### src/rtl/edlo_pkg.sv
// edlo_pkg: shared constants, FSM state type and sizing helper for the EDLO command sequencer
package edlo_pkg;
  localparam logic [3:0] EDLO_NOP    = 4'h0;
  localparam int         EDLO_INST_W = 4;
  localparam int         EDLO_DATA_W = 8;
  typedef enum logic [1:0] {IDLE, ISSUE, WAIT, RESP} seq_state_t;
  function automatic int cnt_w(input int depth);
    return $clog2(depth) + 1;
  endfunction
endpackage

### src/rtl/edlo_cmd_sequencer_if.sv
// edlo_cmd_sequencer_if: host command, core pin bus and response signals of the sequencer
interface edlo_cmd_sequencer_if import edlo_pkg::*; #(
  parameter int ADDR_BITS = 4
) ();
  logic                   cmd_valid;
  logic                   cmd_ready;
  logic [EDLO_INST_W-1:0] cmd_inst;
  logic [ADDR_BITS-1:0]   cmd_addr;
  logic [EDLO_DATA_W-1:0] cmd_data;
  logic                   cmd_capture;
  logic [EDLO_INST_W-1:0] bus_inst;
  logic [ADDR_BITS-1:0]   bus_addr;
  logic [EDLO_DATA_W-1:0] bus_data;
  logic [EDLO_DATA_W-1:0] bus_rdata;
  logic                   rsp_valid;
  logic                   rsp_ready;
  logic [EDLO_DATA_W-1:0] rsp_data;
  logic [ADDR_BITS-1:0]   rsp_addr;
  logic                   busy;
  modport slave (
    input  cmd_valid, cmd_inst, cmd_addr, cmd_data, cmd_capture, bus_rdata, rsp_ready,
    output cmd_ready, bus_inst, bus_addr, bus_data, rsp_valid, rsp_data, rsp_addr, busy
  );
  modport master (
    output cmd_valid, cmd_inst, cmd_addr, cmd_data, cmd_capture, bus_rdata, rsp_ready,
    input  cmd_ready, bus_inst, bus_addr, bus_data, rsp_valid, rsp_data, rsp_addr, busy
  );
endinterface

### src/rtl/edlo_cmd_fifo.sv
// edlo_cmd_fifo: power-of-two command FIFO; pushes while full are dropped, push+pop keeps count
module edlo_cmd_fifo import edlo_pkg::*; #(
  parameter int DEPTH = 4,
  parameter int W     = 17
) (
  input  logic                    clk,
  input  logic                    rst_n,
  input  logic                    push,
  input  logic                    pop,
  input  logic [W-1:0]            din,
  output logic [W-1:0]            dout,
  output logic                    full,
  output logic                    empty,
  output logic [cnt_w(DEPTH)-1:0] count
);
  localparam int AW = $clog2(DEPTH);
  localparam int CW = cnt_w(DEPTH);
  logic [W-1:0]  mem_q [DEPTH];
  logic [AW-1:0] wr_q, wr_d, rd_q, rd_d;
  logic [CW-1:0] count_q, count_d;
  logic          do_push, do_pop;
  assign full  = count_q == CW'(DEPTH);
  assign empty = count_q == '0;
  assign count = count_q;
  assign dout  = mem_q[rd_q];
  always_comb begin
    do_push = push && !full;
    do_pop  = pop && !empty;
    wr_d    = wr_q + AW'(do_push);
    rd_d    = rd_q + AW'(do_pop);
    count_d = count_q + CW'(do_push) - CW'(do_pop);
  end
  always_ff @(posedge clk or negedge rst_n) begin
    if (!rst_n) begin
      wr_q    <= '0;
      rd_q    <= '0;
      count_q <= '0;
    end else begin
      wr_q    <= wr_d;
      rd_q    <= rd_d;
      count_q <= count_d;
    end
  end
  // storage needs no reset: occupancy alone decides what is valid
  always_ff @(posedge clk) begin
    if (do_push) mem_q[wr_q] <= din;
  end
endmodule

### src/rtl/edlo_cmd_sequencer.sv
// edlo_cmd_sequencer: buffers host commands and issues them one at a time on the EDLO core pin bus,
// optionally returning the core result RD_LATENCY cycles after each issue cycle.
module edlo_cmd_sequencer import edlo_pkg::*; #(
  parameter int ADDR_BITS  = 4,
  parameter int FIFO_DEPTH = 4,
  parameter int RD_LATENCY = 1
) (
  input logic                clk,
  input logic                rst_n,
  edlo_cmd_sequencer_if.slave io
);
  localparam int W  = EDLO_INST_W + ADDR_BITS + EDLO_DATA_W + 1;
  localparam int CW = cnt_w(FIFO_DEPTH);
  seq_state_t             state_q, state_d;
  logic [3:0]             wait_cnt_q, wait_cnt_d;
  logic                   cap_q, cap_d, rsp_valid_q, rsp_valid_d;
  logic [ADDR_BITS-1:0]   lat_addr_q, lat_addr_d, bus_addr_q, bus_addr_d, rsp_addr_q, rsp_addr_d;
  logic [EDLO_INST_W-1:0] bus_inst_q, bus_inst_d;
  logic [EDLO_DATA_W-1:0] bus_data_q, bus_data_d, rsp_data_q, rsp_data_d;
  logic [EDLO_INST_W-1:0] h_inst;
  logic [ADDR_BITS-1:0]   h_addr;
  logic [EDLO_DATA_W-1:0] h_data;
  logic                   h_cap, pop, fire, full, empty;
  logic [W-1:0]           head;
  logic [CW-1:0]          count;
  edlo_cmd_fifo #(.DEPTH(FIFO_DEPTH), .W(W)) u_fifo (
    .clk(clk),
    .rst_n(rst_n),
    .push(io.cmd_valid),
    .pop(pop),
    .din({io.cmd_inst, io.cmd_addr, io.cmd_data, io.cmd_capture}),
    .dout(head),
    .full(full),
    .empty(empty),
    .count(count)
  );
  assign {h_inst, h_addr, h_data, h_cap} = head;
  assign io.cmd_ready = !full;
  assign io.busy      = state_q != IDLE || count != '0;
  assign io.bus_inst  = bus_inst_q;
  assign io.bus_addr  = bus_addr_q;
  assign io.bus_data  = bus_data_q;
  assign io.rsp_valid = rsp_valid_q;
  assign io.rsp_data  = rsp_data_q;
  assign io.rsp_addr  = rsp_addr_q;
  always_ff @(posedge clk or negedge rst_n) begin
    if (!rst_n) begin
      state_q     <= IDLE;
      wait_cnt_q  <= '0;
      cap_q       <= 1'b0;
      lat_addr_q  <= '0;
      bus_inst_q  <= EDLO_NOP;
      bus_addr_q  <= '0;
      bus_data_q  <= '0;
      rsp_valid_q <= 1'b0;
      rsp_data_q  <= '0;
      rsp_addr_q  <= '0;
    end else begin
      state_q     <= state_d;
      wait_cnt_q  <= wait_cnt_d;
      cap_q       <= cap_d;
      lat_addr_q  <= lat_addr_d;
      bus_inst_q  <= bus_inst_d;
      bus_addr_q  <= bus_addr_d;
      bus_data_q  <= bus_data_d;
      rsp_valid_q <= rsp_valid_d;
      rsp_data_q  <= rsp_data_d;
      rsp_addr_q  <= rsp_addr_d;
    end
  end
  always_comb begin
    state_d = state_q == IDLE  ? (empty ? IDLE : ISSUE)
            : state_q == ISSUE ? WAIT
            : state_q == WAIT  ? (wait_cnt_q == 4'd1 ? (cap_q ? RESP : IDLE) : WAIT)
            : (io.rsp_ready ? IDLE : RESP);
  end
  // bus registers carry a command only in the cycle after its pop, NOP otherwise
  always_comb begin
    pop         = state_q == IDLE && !empty;
    fire        = state_q == WAIT && wait_cnt_q == 4'd1 && cap_q;
    bus_inst_d  = pop ? h_inst : EDLO_NOP;
    bus_addr_d  = pop ? h_addr : '0;
    bus_data_d  = pop ? h_data : '0;
    cap_d       = pop ? h_cap : cap_q;
    lat_addr_d  = state_q == ISSUE ? bus_addr_q : lat_addr_q;
    wait_cnt_d  = state_q == ISSUE ? 4'(RD_LATENCY) : state_q == WAIT ? wait_cnt_q - 4'd1 : wait_cnt_q;
    rsp_data_d  = fire ? io.bus_rdata : rsp_data_q;
    rsp_addr_d  = fire ? lat_addr_q : rsp_addr_q;
    rsp_valid_d = fire ? 1'b1 : (state_q == RESP && io.rsp_ready) ? 1'b0 : rsp_valid_q;
  end
endmodule
### src/flat_wrapper.sv
// flat-port wrapper written by rule: the top's interface ports become plain ports
module edlo_cmd_sequencer_flat import edlo_pkg::*;
#(
  parameter int ADDR_BITS  = 4,
  parameter int FIFO_DEPTH = 4,
  parameter int RD_LATENCY = 1
)
  (clk, rst_n, io_cmd_valid, io_cmd_inst, io_cmd_addr, io_cmd_data, io_cmd_capture, io_bus_rdata, io_rsp_ready, io_cmd_ready, io_bus_inst, io_bus_addr, io_bus_data, io_rsp_valid, io_rsp_data, io_rsp_addr, io_busy);
  edlo_cmd_sequencer_if #(.ADDR_BITS(ADDR_BITS)) io_i ();
  input logic clk;
  input logic rst_n;
  input wire logic [$bits(io_i.cmd_valid)-1:0] io_cmd_valid;
  input wire logic [$bits(io_i.cmd_inst)-1:0] io_cmd_inst;
  input wire logic [$bits(io_i.cmd_addr)-1:0] io_cmd_addr;
  input wire logic [$bits(io_i.cmd_data)-1:0] io_cmd_data;
  input wire logic [$bits(io_i.cmd_capture)-1:0] io_cmd_capture;
  input wire logic [$bits(io_i.bus_rdata)-1:0] io_bus_rdata;
  input wire logic [$bits(io_i.rsp_ready)-1:0] io_rsp_ready;
  output wire logic [$bits(io_i.cmd_ready)-1:0] io_cmd_ready;
  output wire logic [$bits(io_i.bus_inst)-1:0] io_bus_inst;
  output wire logic [$bits(io_i.bus_addr)-1:0] io_bus_addr;
  output wire logic [$bits(io_i.bus_data)-1:0] io_bus_data;
  output wire logic [$bits(io_i.rsp_valid)-1:0] io_rsp_valid;
  output wire logic [$bits(io_i.rsp_data)-1:0] io_rsp_data;
  output wire logic [$bits(io_i.rsp_addr)-1:0] io_rsp_addr;
  output wire logic [$bits(io_i.busy)-1:0] io_busy;
  assign io_i.cmd_valid = io_cmd_valid;
  assign io_i.cmd_inst = io_cmd_inst;
  assign io_i.cmd_addr = io_cmd_addr;
  assign io_i.cmd_data = io_cmd_data;
  assign io_i.cmd_capture = io_cmd_capture;
  assign io_i.bus_rdata = io_bus_rdata;
  assign io_i.rsp_ready = io_rsp_ready;
  assign io_cmd_ready = io_i.cmd_ready;
  assign io_bus_inst = io_i.bus_inst;
  assign io_bus_addr = io_i.bus_addr;
  assign io_bus_data = io_i.bus_data;
  assign io_rsp_valid = io_i.rsp_valid;
  assign io_rsp_data = io_i.rsp_data;
  assign io_rsp_addr = io_i.rsp_addr;
  assign io_busy = io_i.busy;
  edlo_cmd_sequencer #(.ADDR_BITS(ADDR_BITS), .FIFO_DEPTH(FIFO_DEPTH), .RD_LATENCY(RD_LATENCY)) u_core (.clk(clk), .rst_n(rst_n), .io(io_i));
endmodule
### config.mk
export PLATFORM = sky130hd
export DESIGN_NAME = edlo_cmd_sequencer_flat
export DESIGN_NICKNAME = d
export VERILOG_FILES = /design/src/rtl/edlo_pkg.sv /design/src/rtl/edlo_cmd_sequencer_if.sv /design/src/rtl/edlo_cmd_fifo.sv /design/src/rtl/edlo_cmd_sequencer.sv /design/src/flat_wrapper.sv
export SDC_FILE = /design/constraint.sdc
export NUM_CORES = 1
export LEC_CHECK = 0
export CAP_MARGIN = 20
export CORE_MARGIN = 8
export CORE_UTILIZATION = 42
export DETAILED_ROUTE_END_ITERATION = 6
export PLACE_DENSITY = 0.66
export SLEW_MARGIN = 20
export SYNTH_ARGS = -nofsm -noshare
export SYNTH_HDL_FRONTEND = slang
export SYNTH_SLANG_ARGS = --single-unit
### constraint.sdc
create_clock -name clk -period 2.6 [get_ports clk]
set_clock_uncertainty 0.2 [all_clocks]
set_input_delay 0.39 -clock clk [delete_from_list [all_inputs] [get_ports clk]]
set_output_delay 0.39 -clock clk [all_outputs]
set_load 0.02 [all_outputs]
==> results of run 1 <==
[how the worst max path moves through the flow]
stage / start / cells past startpoint / endpoint
2_1_floorplan: u_core.u_fifo.count[1]$_DFF_PN0_ / 7 / u_core.u_fifo.count[2]$_DFF_PN0_
4_1_cts: u_core.u_fifo.count[1]$_DFF_PN0_ / 2 / io_cmd_ready
5_1_grt: u_core.u_fifo.count[1]$_DFF_PN0_ / 2 / io_cmd_ready
6_report: u_core.u_fifo.count[1]$_DFF_PN0_ / 2 / io_cmd_ready
3_3_place_gp: io_cmd_valid / 7 / u_core.u_fifo.count[2]$_DFF_PN0_
3_5_place_dp: io_cmd_valid / 7 / u_core.u_fifo.count[2]$_DFF_PN0_
[worst max-delay path, stage by stage (launching register included)]
cell and delay [ns]:
dfrtp_1 0.43, or3b_1 0.43, clkdlybuf4s50_1 0.57
[what timing repair did]
action	4_1_cts	5_1_grt
endpoints found under the hold margin	22	0
buffers inserted	0	0
hold buffers	1	0
gates resized for setup	0	1
setup endpoints to repair	0	1
[state kept, by name (all words and copies together), names as in the netlist]
signal / count
u_core.u_fifo.mem_q: 68
u_core.io.bus_data: 8
u_core.io.rsp_data: 8
u_core.io.bus_addr: 4
u_core.io.bus_inst: 4
u_core.io.rsp_addr: 4
u_core.lat_addr_q: 4
u_core.wait_cnt_q: 4
u_core.u_fifo.count: 3
u_core.state_q: 2
u_core.u_fifo.rd_q: 2
u_core.u_fifo.wr_q: 2
u_core.cap_q: 1
u_core.io.rsp_valid: 1
[through the flow]
step | power (µW) | utilization, % | setup slack [ns]
floorplan | 4216 | - | 0.2785
global placement | 5001 | 50.65 | 0.2640
detailed placement | 5072 | 50.65 | 0.2319
CTS | 7421 | 56.56 | 0.05054
global route | 7687 | 56.59 | 0.01067
finish | 7311 | 56.59 | 0.08191
[cells in the final DEF (no fill, tap or decap), types with 3 or more instances in the layout]
master | synthesis | layout
nor3b_2 | 1 | 3
clkinv_2 | 0 | 4
edfxtp_1 | 68 | 68
clkbuf_16 | 0 | 16
nor2_1 | 3 | 3
mux4_1 | 9 | 9
clkdlybuf4s50_1 | 0 | 57
ha_1 | 8 | 8
mux4_2 | 8 | 8
clkbuf_1 | 3 | 3
and2_1 | 16 | 16
dfrtp_1 | 47 | 47
buf_4 | 0 | 12
nor2b_1 | 3 | 3
xnor2_1 | 4 | 4
mux2_2 | 15 | 15
o21ai_0 | 5 | 5
inv_1 | 7 | 7
bufinv_16 | 0 | 4
nand2_1 | 8 | 8
[cell families (layout without fill, tap and decap cells)]
| family | count (synthesis) | in the layout | synth area share [%] |
|---|---|---|---|
| flops | 115 | 115 | 72.76 |
| simple gates | 41 | 41 | 5.347 |
| mux | 34 | 34 | 13.92 |
| buf+inv | 16 | 111 | 2.376 |
| compound gates | 12 | 12 | 1.697 |
| fa+ha+maj | 9 | 9 | 2.716 |
| xor+xnor | 6 | 6 | 1.188 |
[layout make-up]
class	count	area, µm²	area share, %
flip-flops and latches	115	3218	55.34
multi-input cells	102	1115	19.17
repair buffers	72	688.2	11.83
clock buffers	21	439.2	7.552
well taps	136	170.2	2.926
clock inverters	11	158.9	2.732
inverters	7	26.28	0.4518
[report_power, final]
group | internal (µW) | switching (µW) | total [µW]
sequential | 2520 | 249 | 2770
combinational | 1130 | 1090 | 2220
clock | 1570 | 752 | 2320
[per-layer routing]
layer	vias to the layer above	global-route usage, %
met3	10	4.046
met2	58	18.97
li1	1041	-
met1	1130	13.53
met4	0	5.455
met5	-	0
==> reports/qor.txt, run 1 <==
P&R area growth vs syn = 31.49%
GRT overflow = 0
Max Root-Sink Buffers = 2
initial antenna violation count = 0
Worst-path clk slew = 0.05 ns
placed cell areas = 5205 µm²
YS warnings = 0
Seq/Total Area, Yosys = 72.76%
FF-to-FF path depth = 7
CTS tree = done
register bit total from synthesis = 115
final hold vios = 0
count leader, synth = edfxtp_1
relative slew slack = 61.95%
Post-Syn Area per Cell = 18.98 µm²
largest net degree at the start of global routing = 25
Syn Nets = 271
minimum clock period = 2.518 ns
first-pass GRT wire length = 12650 µm
Post-Route M1 WL = 3401 µm
Final Max Tran Viols = 0
H-Tree Level Count = 4
routed wl met3 = 361 µm
die height = 118.6 µm
via/cell ratio = 4.825
Post-synth top cells = 68 x edfxtp_1, 47 x dfrtp_1, 16 x and2_1
top routing layer used = met4
final instance area = 5816 µm²
r2r setup slk = 0.26 ns
post-DR wirelength/cell = 16.76 µm
RR Startpoint = u_core.u_fifo.count[1]$_DFF_PN0_
power per cell area = 1257 nW/µm²
cts bufs inserted = 17
Max Cap Violations = 0
dpl hpwl = 5186 µm
clk_lat worst skew = 0.50 ns
placed instance count = 431
Synth area leader = edfxtp_1
diode count = 0
Starting Density = 43.04%
clk sinks = 115
vias in the first global route = 2419
post-synthesis instance total = 233
crit path kind = reg2out
total I/O pin count = 60
core area = 10280 µm²
RSZ-0062 raised after global routing = no
Setup crit end kind = output port
Post-Syn Area = 4423 µm²
f_max = 397.1 MHz
Worst Setup Start Kind = flop
Layout Nets = 353
fraction of layout cells with a size suffix above 1 = 21.65%
asr flop ratio synth = 40.87%
worst slew pin tran = 0.5707 ns
Die X = 118.6 µm
Worst Hold Class = in2async
First DRT Iteration DRCs = 89
EDFF count, synth = 68
gpl congestion = 0.7001
vias = 2239
worst path required time = 2.01 ns
Routed Antenna Nets = 0
Placement Rows = 37
CTS root buf = clkbuf_8
Max VDD drop = 0.5271 mV
DRT Pass-1 Iters = 4
# DRC = 0
crit path DAT = 1.93 ns
Critical R2R Capture = u_core.u_fifo.count[2]$_DFF_PN0_
Crit Path Max Fanout = 5
total wire length = 7778 µm
met2 wire length = 3916 µm
ys flop type = edfxtp_1
setup_tns = 0 ns
WHS = 0.2357 ns
port bufs = 59
Final Non-Filler Cells = 464
area of the die = 14070 µm²
gr usage total = 11.62%
area share of the largest cell type after synthesis = 46.17%
largest cells by area after synthesis = edfxtp_1 46%, dfrtp_1 27%, mux4_1 5.3%
Filler Cells Inserted = 812
final worst-path cycle share = 96.85%
status = finished, final reports clean
leakage = 0.002280 µW
Yosys cell types = 34
number of setup violations in the final report = 0
No activity file was read; power rests on OpenSTA's default activity.
==> run 2: changes to the inputs <==
--- a/config.mk
+++ b/config.mk
@@ -8,6 +8,7 @@
 export CAP_MARGIN = 20
 export CORE_MARGIN = 8
 export CORE_UTILIZATION = 42
+export CTS_BUF_LIST = sky130_fd_sc_hd__clkbuf_2
 export DETAILED_ROUTE_END_ITERATION = 6
 export PLACE_DENSITY = 0.66
 export SLEW_MARGIN = 20
==> reports/qor.txt, run 2 (same netlist as run 1, synthesis figures left out) <==
core area = 10280 µm²
first-pass GRT wire length = 12490 µm
Setup crit end kind = output port
relative slew slack = 62.06%
worst path required time = 2.01 ns
vias in the first global route = 2388
clk sinks = 115
power per cell area = 1139 nW/µm²
Max Cap Violations = 0
P&R area growth vs syn = 23.79%
clk_lat worst skew = 0.62 ns
setup_tns = 0 ns
Layout Utilization = 53.27%
Max Root-Sink Buffers = 2
Crit Path Max Fanout = 5
Sw Pwr = 1975 µW
via/cell ratio = 4.828
diode count = 0
commonest cells after routing, fill and taps aside = 68 x edfxtp_1, 56 x clkdlybuf4s50_1, 47 x dfrtp_1, 20 x clkbuf_2, 16 x and2_1
most common cell after layout, fill and taps aside = edfxtp_1
# DRC = 0
H-Tree Level Count = 4
CTS root buf = clkbuf_2
First DRT Iteration DRCs = 66
setup repair bufs after CTS = 0
Critical Path, Cell by Cell = or3b_1 > dlygate4sd2_1
vias = 2240
total wire length = 7726 µm
Reg with most FFs = u_core.u_fifo.mem_q
fraction of layout cells with a size suffix above 1 = 22.26%
clock network power share = 20.3%
gr usage total = 11.53%
CP Launch Point = u_core.u_fifo.count[1]$_DFF_PN0_
DRT Pass-1 Iters = 4
sw frac = 31.67%
worst stage delay on the critical path = 0.47 ns
Starting Density = 43.04%
Worst-path clk slew = 0.18 ns
post-route setup slack = 0.1369 ns
number of setup violations in the final report = 0
initial antenna violation count = 0
Max VDD drop = 0.4679 mV
RR Startpoint = u_core.u_fifo.count[1]$_DFF_PN0_
leakage = 0.002146 µW
Final Max Tran Viols = 0
CTS tree = done
Die X = 118.6 µm
area of the die = 14070 µm²
largest net degree at the start of global routing = 25
gpl congestion = 0.7001
crit path kind = reg2out
GRT overflow = 0
Placement Rows = 37
final worst-path cycle share = 94.73%
status = finished, final reports clean
f_max = 406.0 MHz
crit path DAT = 1.87 ns
cts bufs inserted = 17
Layout Nets = 353
minimum clock period = 2.463 ns
final hold vios = 0
Worst Setup Start Kind = flop
post-DR wirelength/cell = 16.65 µm
dpl hpwl = 5186 µm
die height = 118.6 µm
total I/O pin count = 60
Worst Hold Class = in2async
Sequential Power Share = 44.3%
Design Power = 6236 µW
internal power = 4261 µW
CP max-delay cell = dfrtp_1
worst slew pin tran = 0.5691 ns
max FFs per register = 68
port bufs = 59
RSZ-0062 raised after global routing = no
Comb pwr share = 35.4%
Routed Antenna Nets = 0
dpl ws = 0.2319 ns
run 2: worst max-delay path: cells and delay by family (launching register included):
| kind | cells | cell delay (ns) |
|---|---|---|
| buffers and inverters | 1 | 0.35 |
| AND/OR/NAND/NOR | 1 | 0.43 |
| flip-flops | 1 | 0.47 |
run 2: final timing paths:
path | endpoint | slack [ns] | depth (start not counted)
worst max-delay path | io_cmd_ready | 0.14 | 2
worst min-delay path | u_core.wait_cnt_q[1]$_DFFE_PN0P_ | 0.06 | 2
worst max register to register | u_core.u_fifo.count[2]$_DFF_PN0_ | 0.25 | 7
worst min register to register | u_core.io.rsp_valid$_DFFE_PN0P_ | 0.30 | 1
max in group asynchronous | u_core.io.bus_data[5]$_DFF_PN0_ | 1.52 | 3
min in group clk | u_core.io.rsp_data[2]$_DFFE_PN0P_ | 0.15 | 2
run 2: power groups by stage:
stage	sequential [µW]	combinational, µW	clock [µW]
floorplan	3000	1220	0
global placement	2780	2220	0
detailed placement	2810	2260	0
CTS	2770	2270	1300
global route	2830	2390	1380
finish	2760	2210	1270
run 2: repair_timing:
action,in CTS,in global routing
resized for setup,2,0
hold buffers,1,0
hold endpoints to repair,42,0
setup endpoints to repair,2,0
run 2: routing by layer:
layer  vias to the layer above  track usage (%)  share of wire [%]
met3                        14            4.188                5.9
met1                      1124            13.32                 43
met2                        60            18.69                 49
met5                         -                0                  0
li1                       1042                -                  -
met4                         0            5.692                1.3
run 2: layout make-up:
type / instances / area [µm²]
fillers: 858 / 4802
flip-flops and latches: 115 / 3218
multi-input cells: 102 / 1115
repair buffers: 72 / 683.2
well taps: 136 / 170.2
clock inverters: 12 / 162.7
clock buffers: 20 / 100.1
inverters: 7 / 26.28
run 2: per-stage QoR:
stage	cells	instance area, µm²	hold WS, ns
final	464	5475	0.06423
after CTS	464	5475	0.04364
after global placement	431	5205	0.2145
after floorplan	233	4438	-0.1056
after global routing	464	5475	0.06068
after detailed placement	431	5205	0.2273
==> run 3: changes to the inputs <==
--- a/config.mk
+++ b/config.mk
@@ -10,8 +10,8 @@
 export CORE_UTILIZATION = 42
 export CTS_BUF_LIST = sky130_fd_sc_hd__clkbuf_2
 export DETAILED_ROUTE_END_ITERATION = 6
-export PLACE_DENSITY = 0.66
-export SLEW_MARGIN = 20
+export PLACE_DENSITY = 0.67
+export SLEW_MARGIN = 10
 export SYNTH_ARGS = -nofsm -noshare
 export SYNTH_HDL_FRONTEND = slang
 export SYNTH_SLANG_ARGS = --single-unit
==> reports/qor.txt, run 3 (same netlist as run 1, synthesis figures left out) <==
status = finished, final reports clean
crit path DAT = 1.81 ns
Routed Antenna Nets = 0
number of setup violations in the final report = 0
placed instance count = 430
register area = 3218 µm²
setup_tns = 0 ns
Post-Route M1 WL = 3231 µm
Die X = 118.6 µm
diode count = 0
most common cell after layout, fill and taps aside = edfxtp_1
CP Launch Point = u_core.u_fifo.count[1]$_DFF_PN0_
f_max = 417.2 MHz
WP depth = 2
dpl ws = 0.2580 ns
multi-input logic area = 1115 µm²
top routing layer used = met4
area of the die = 14070 µm²
power per cell area = 1125 nW/µm²
Reg with most FFs = u_core.u_fifo.mem_q
crit path kind = reg2out
Placement Rows = 37
fraction of layout cells with a size suffix above 1 = 22.63%
Critical Path, Cell by Cell = or3b_1 > dlygate4sd2_1
final worst-path cycle share = 92.19%
H-Tree Level Count = 4
largest net degree at the start of global routing = 30
total wire length = 7762 µm
CP endpoint = io_cmd_ready
worst stage delay on the critical path = 0.45 ns
post-DR wirelength/cell = 16.76 µm
First DRT Iteration DRCs = 92
Setup crit end kind = output port
CTS root buf = clkbuf_2
Final Non-Filler Cells = 463
Starting Density = 43.04%
RSZ-0062 raised after global routing = no
Filler Cells Inserted = 862
GRT overflow = 0
Crit Path Max Fanout = 5
Max Root-Sink Buffers = 2
setup repair bufs after CTS = 0
first-pass GRT wire length = 12630 µm
core area = 10280 µm²
worst path required time = 2.01 ns
Max VDD drop = 0.4985 mV
initial antenna violation count = 0
via/cell ratio = 4.790
gr usage total = 11.72%
clk sinks = 115
Worst Hold Class = in2async
Worst Setup Start Kind = flop
dpl hpwl = 5019 µm
CP Buf/Inv Count = 1
r2r setup slk = 0.27 ns
commonest cells after routing, fill and taps aside = 68 x edfxtp_1, 56 x clkdlybuf4s50_1, 47 x dfrtp_1, 19 x clkbuf_2, 16 x and2_1
DRT Pass-1 Iters = 4
max FFs per register = 68
die height = 118.6 µm
minimum clock period = 2.397 ns
gpl congestion = 0.6923
total I/O pin count = 60
final instance area = 5454 µm²
CP max-delay cell = dfrtp_1
CTS tree = done
post-route setup slack = 0.2030 ns
clk_lat worst skew = 0.61 ns
Layout Nets = 352
vias = 2218
WHS = 0.1160 ns
leakage = 0.002143 µW
met2 wire length = 3898 µm
placed cell areas = 5210 µm²
P&R area growth vs syn = 23.31%
port bufs = 59
Critical R2R Capture = u_core.u_fifo.count[2]$_DFF_PN0_
relative slew slack = 56.89%
cts bufs inserted = 17
Max Cap Violations = 0
# DRC = 0
RR Startpoint = u_core.u_fifo.count[1]$_DFF_PN0_
FF-to-FF path depth = 7
Final Max Tran Viols = 0
worst slew pin tran = 0.6466 ns
final hold vios = 0
vias in the first global route = 2419
critical path's top delay family = flip-flops
Worst-path clk slew = 0.17 ns
routed wl met3 = 553 µm
-- run 3: cell types whose count changed in the layout (fill, tap and decap cells not counted) --
cell / delta
inv_4: +1
clkinv_2: +2
buf_12: +1
buf_4: -2
clkinvlp_4: -1
bufinv_16: -1
inv_2: +2
clkbuf_2: -1
clkinv_1: -2
-- run 3: cell type report --
cell class,instances,area share (%)
Sequential cell,115,59.00
Timing Repair Buffer,71,12.62
Multi-Input combinational cell,102,20.44
Clock inverter,13,2.592
Inverter,7,0.4818
Clock buffer,19,1.744
Tap cell,136,3.120
-- run 3: timing repair --
action / in CTS / in global routing
endpoints found under the hold margin: 27 / 0
gates resized for setup: 2 / 0
hold buffers: 1 / 0
setup endpoints to repair: 2 / 0
-- run 3: per-layer routing --
layer / vias up / GRT usage, %
met5: - / 0
met4: 0 / 4.980
met3: 7 / 5.093
met2: 64 / 18.69
met1: 1104 / 13.57
li1: 1043 / -
-- run 3: worst min-delay path by stage --
| stage | to | slack [ns] |
|---|---|---|
| floorplan | u_core.cap_q$_DFFE_PN0P_ | -0.11 |
| global placement | u_core.wait_cnt_q[3]$_DFFE_PN0P_ | 0.25 |
| detailed placement | u_core.io.bus_data[4]$_DFF_PN0_ | 0.26 |
| CTS | u_core.io.bus_data[2]$_DFF_PN0_ | 0.08 |
| global route | u_core.io.bus_data[4]$_DFF_PN0_ | 0.1 |
| finish | u_core.io.bus_data[2]$_DFF_PN0_ | 0.12 |
-- run 3: power breakdown --
group	switching, µW	internal, µW
registers	235	2510
clock network	624	529
logic	1110	1130
total	1960	4170
-- run 3: metrics by stage --
step | utilization (%) | total power (µW)
2_1_floorplan | - | 4216
3_3_place_gp | 50.69 | 4993
3_5_place_dp | 50.69 | 5072
4_1_cts | 53.07 | 6242
5_1_grt | 53.07 | 6528
6_report | 53.07 | 6137
-- run 3: worst register-to-register path, cell delays in order (launching register included) --
cell     delay (ns)
dfrtp_1        0.45
or3b_1         0.42
nand2_2        0.17
xnor2_1        0.10
ha_1           0.20
fa_1           0.38
xor2_1         0.16
xnor2_1        0.18
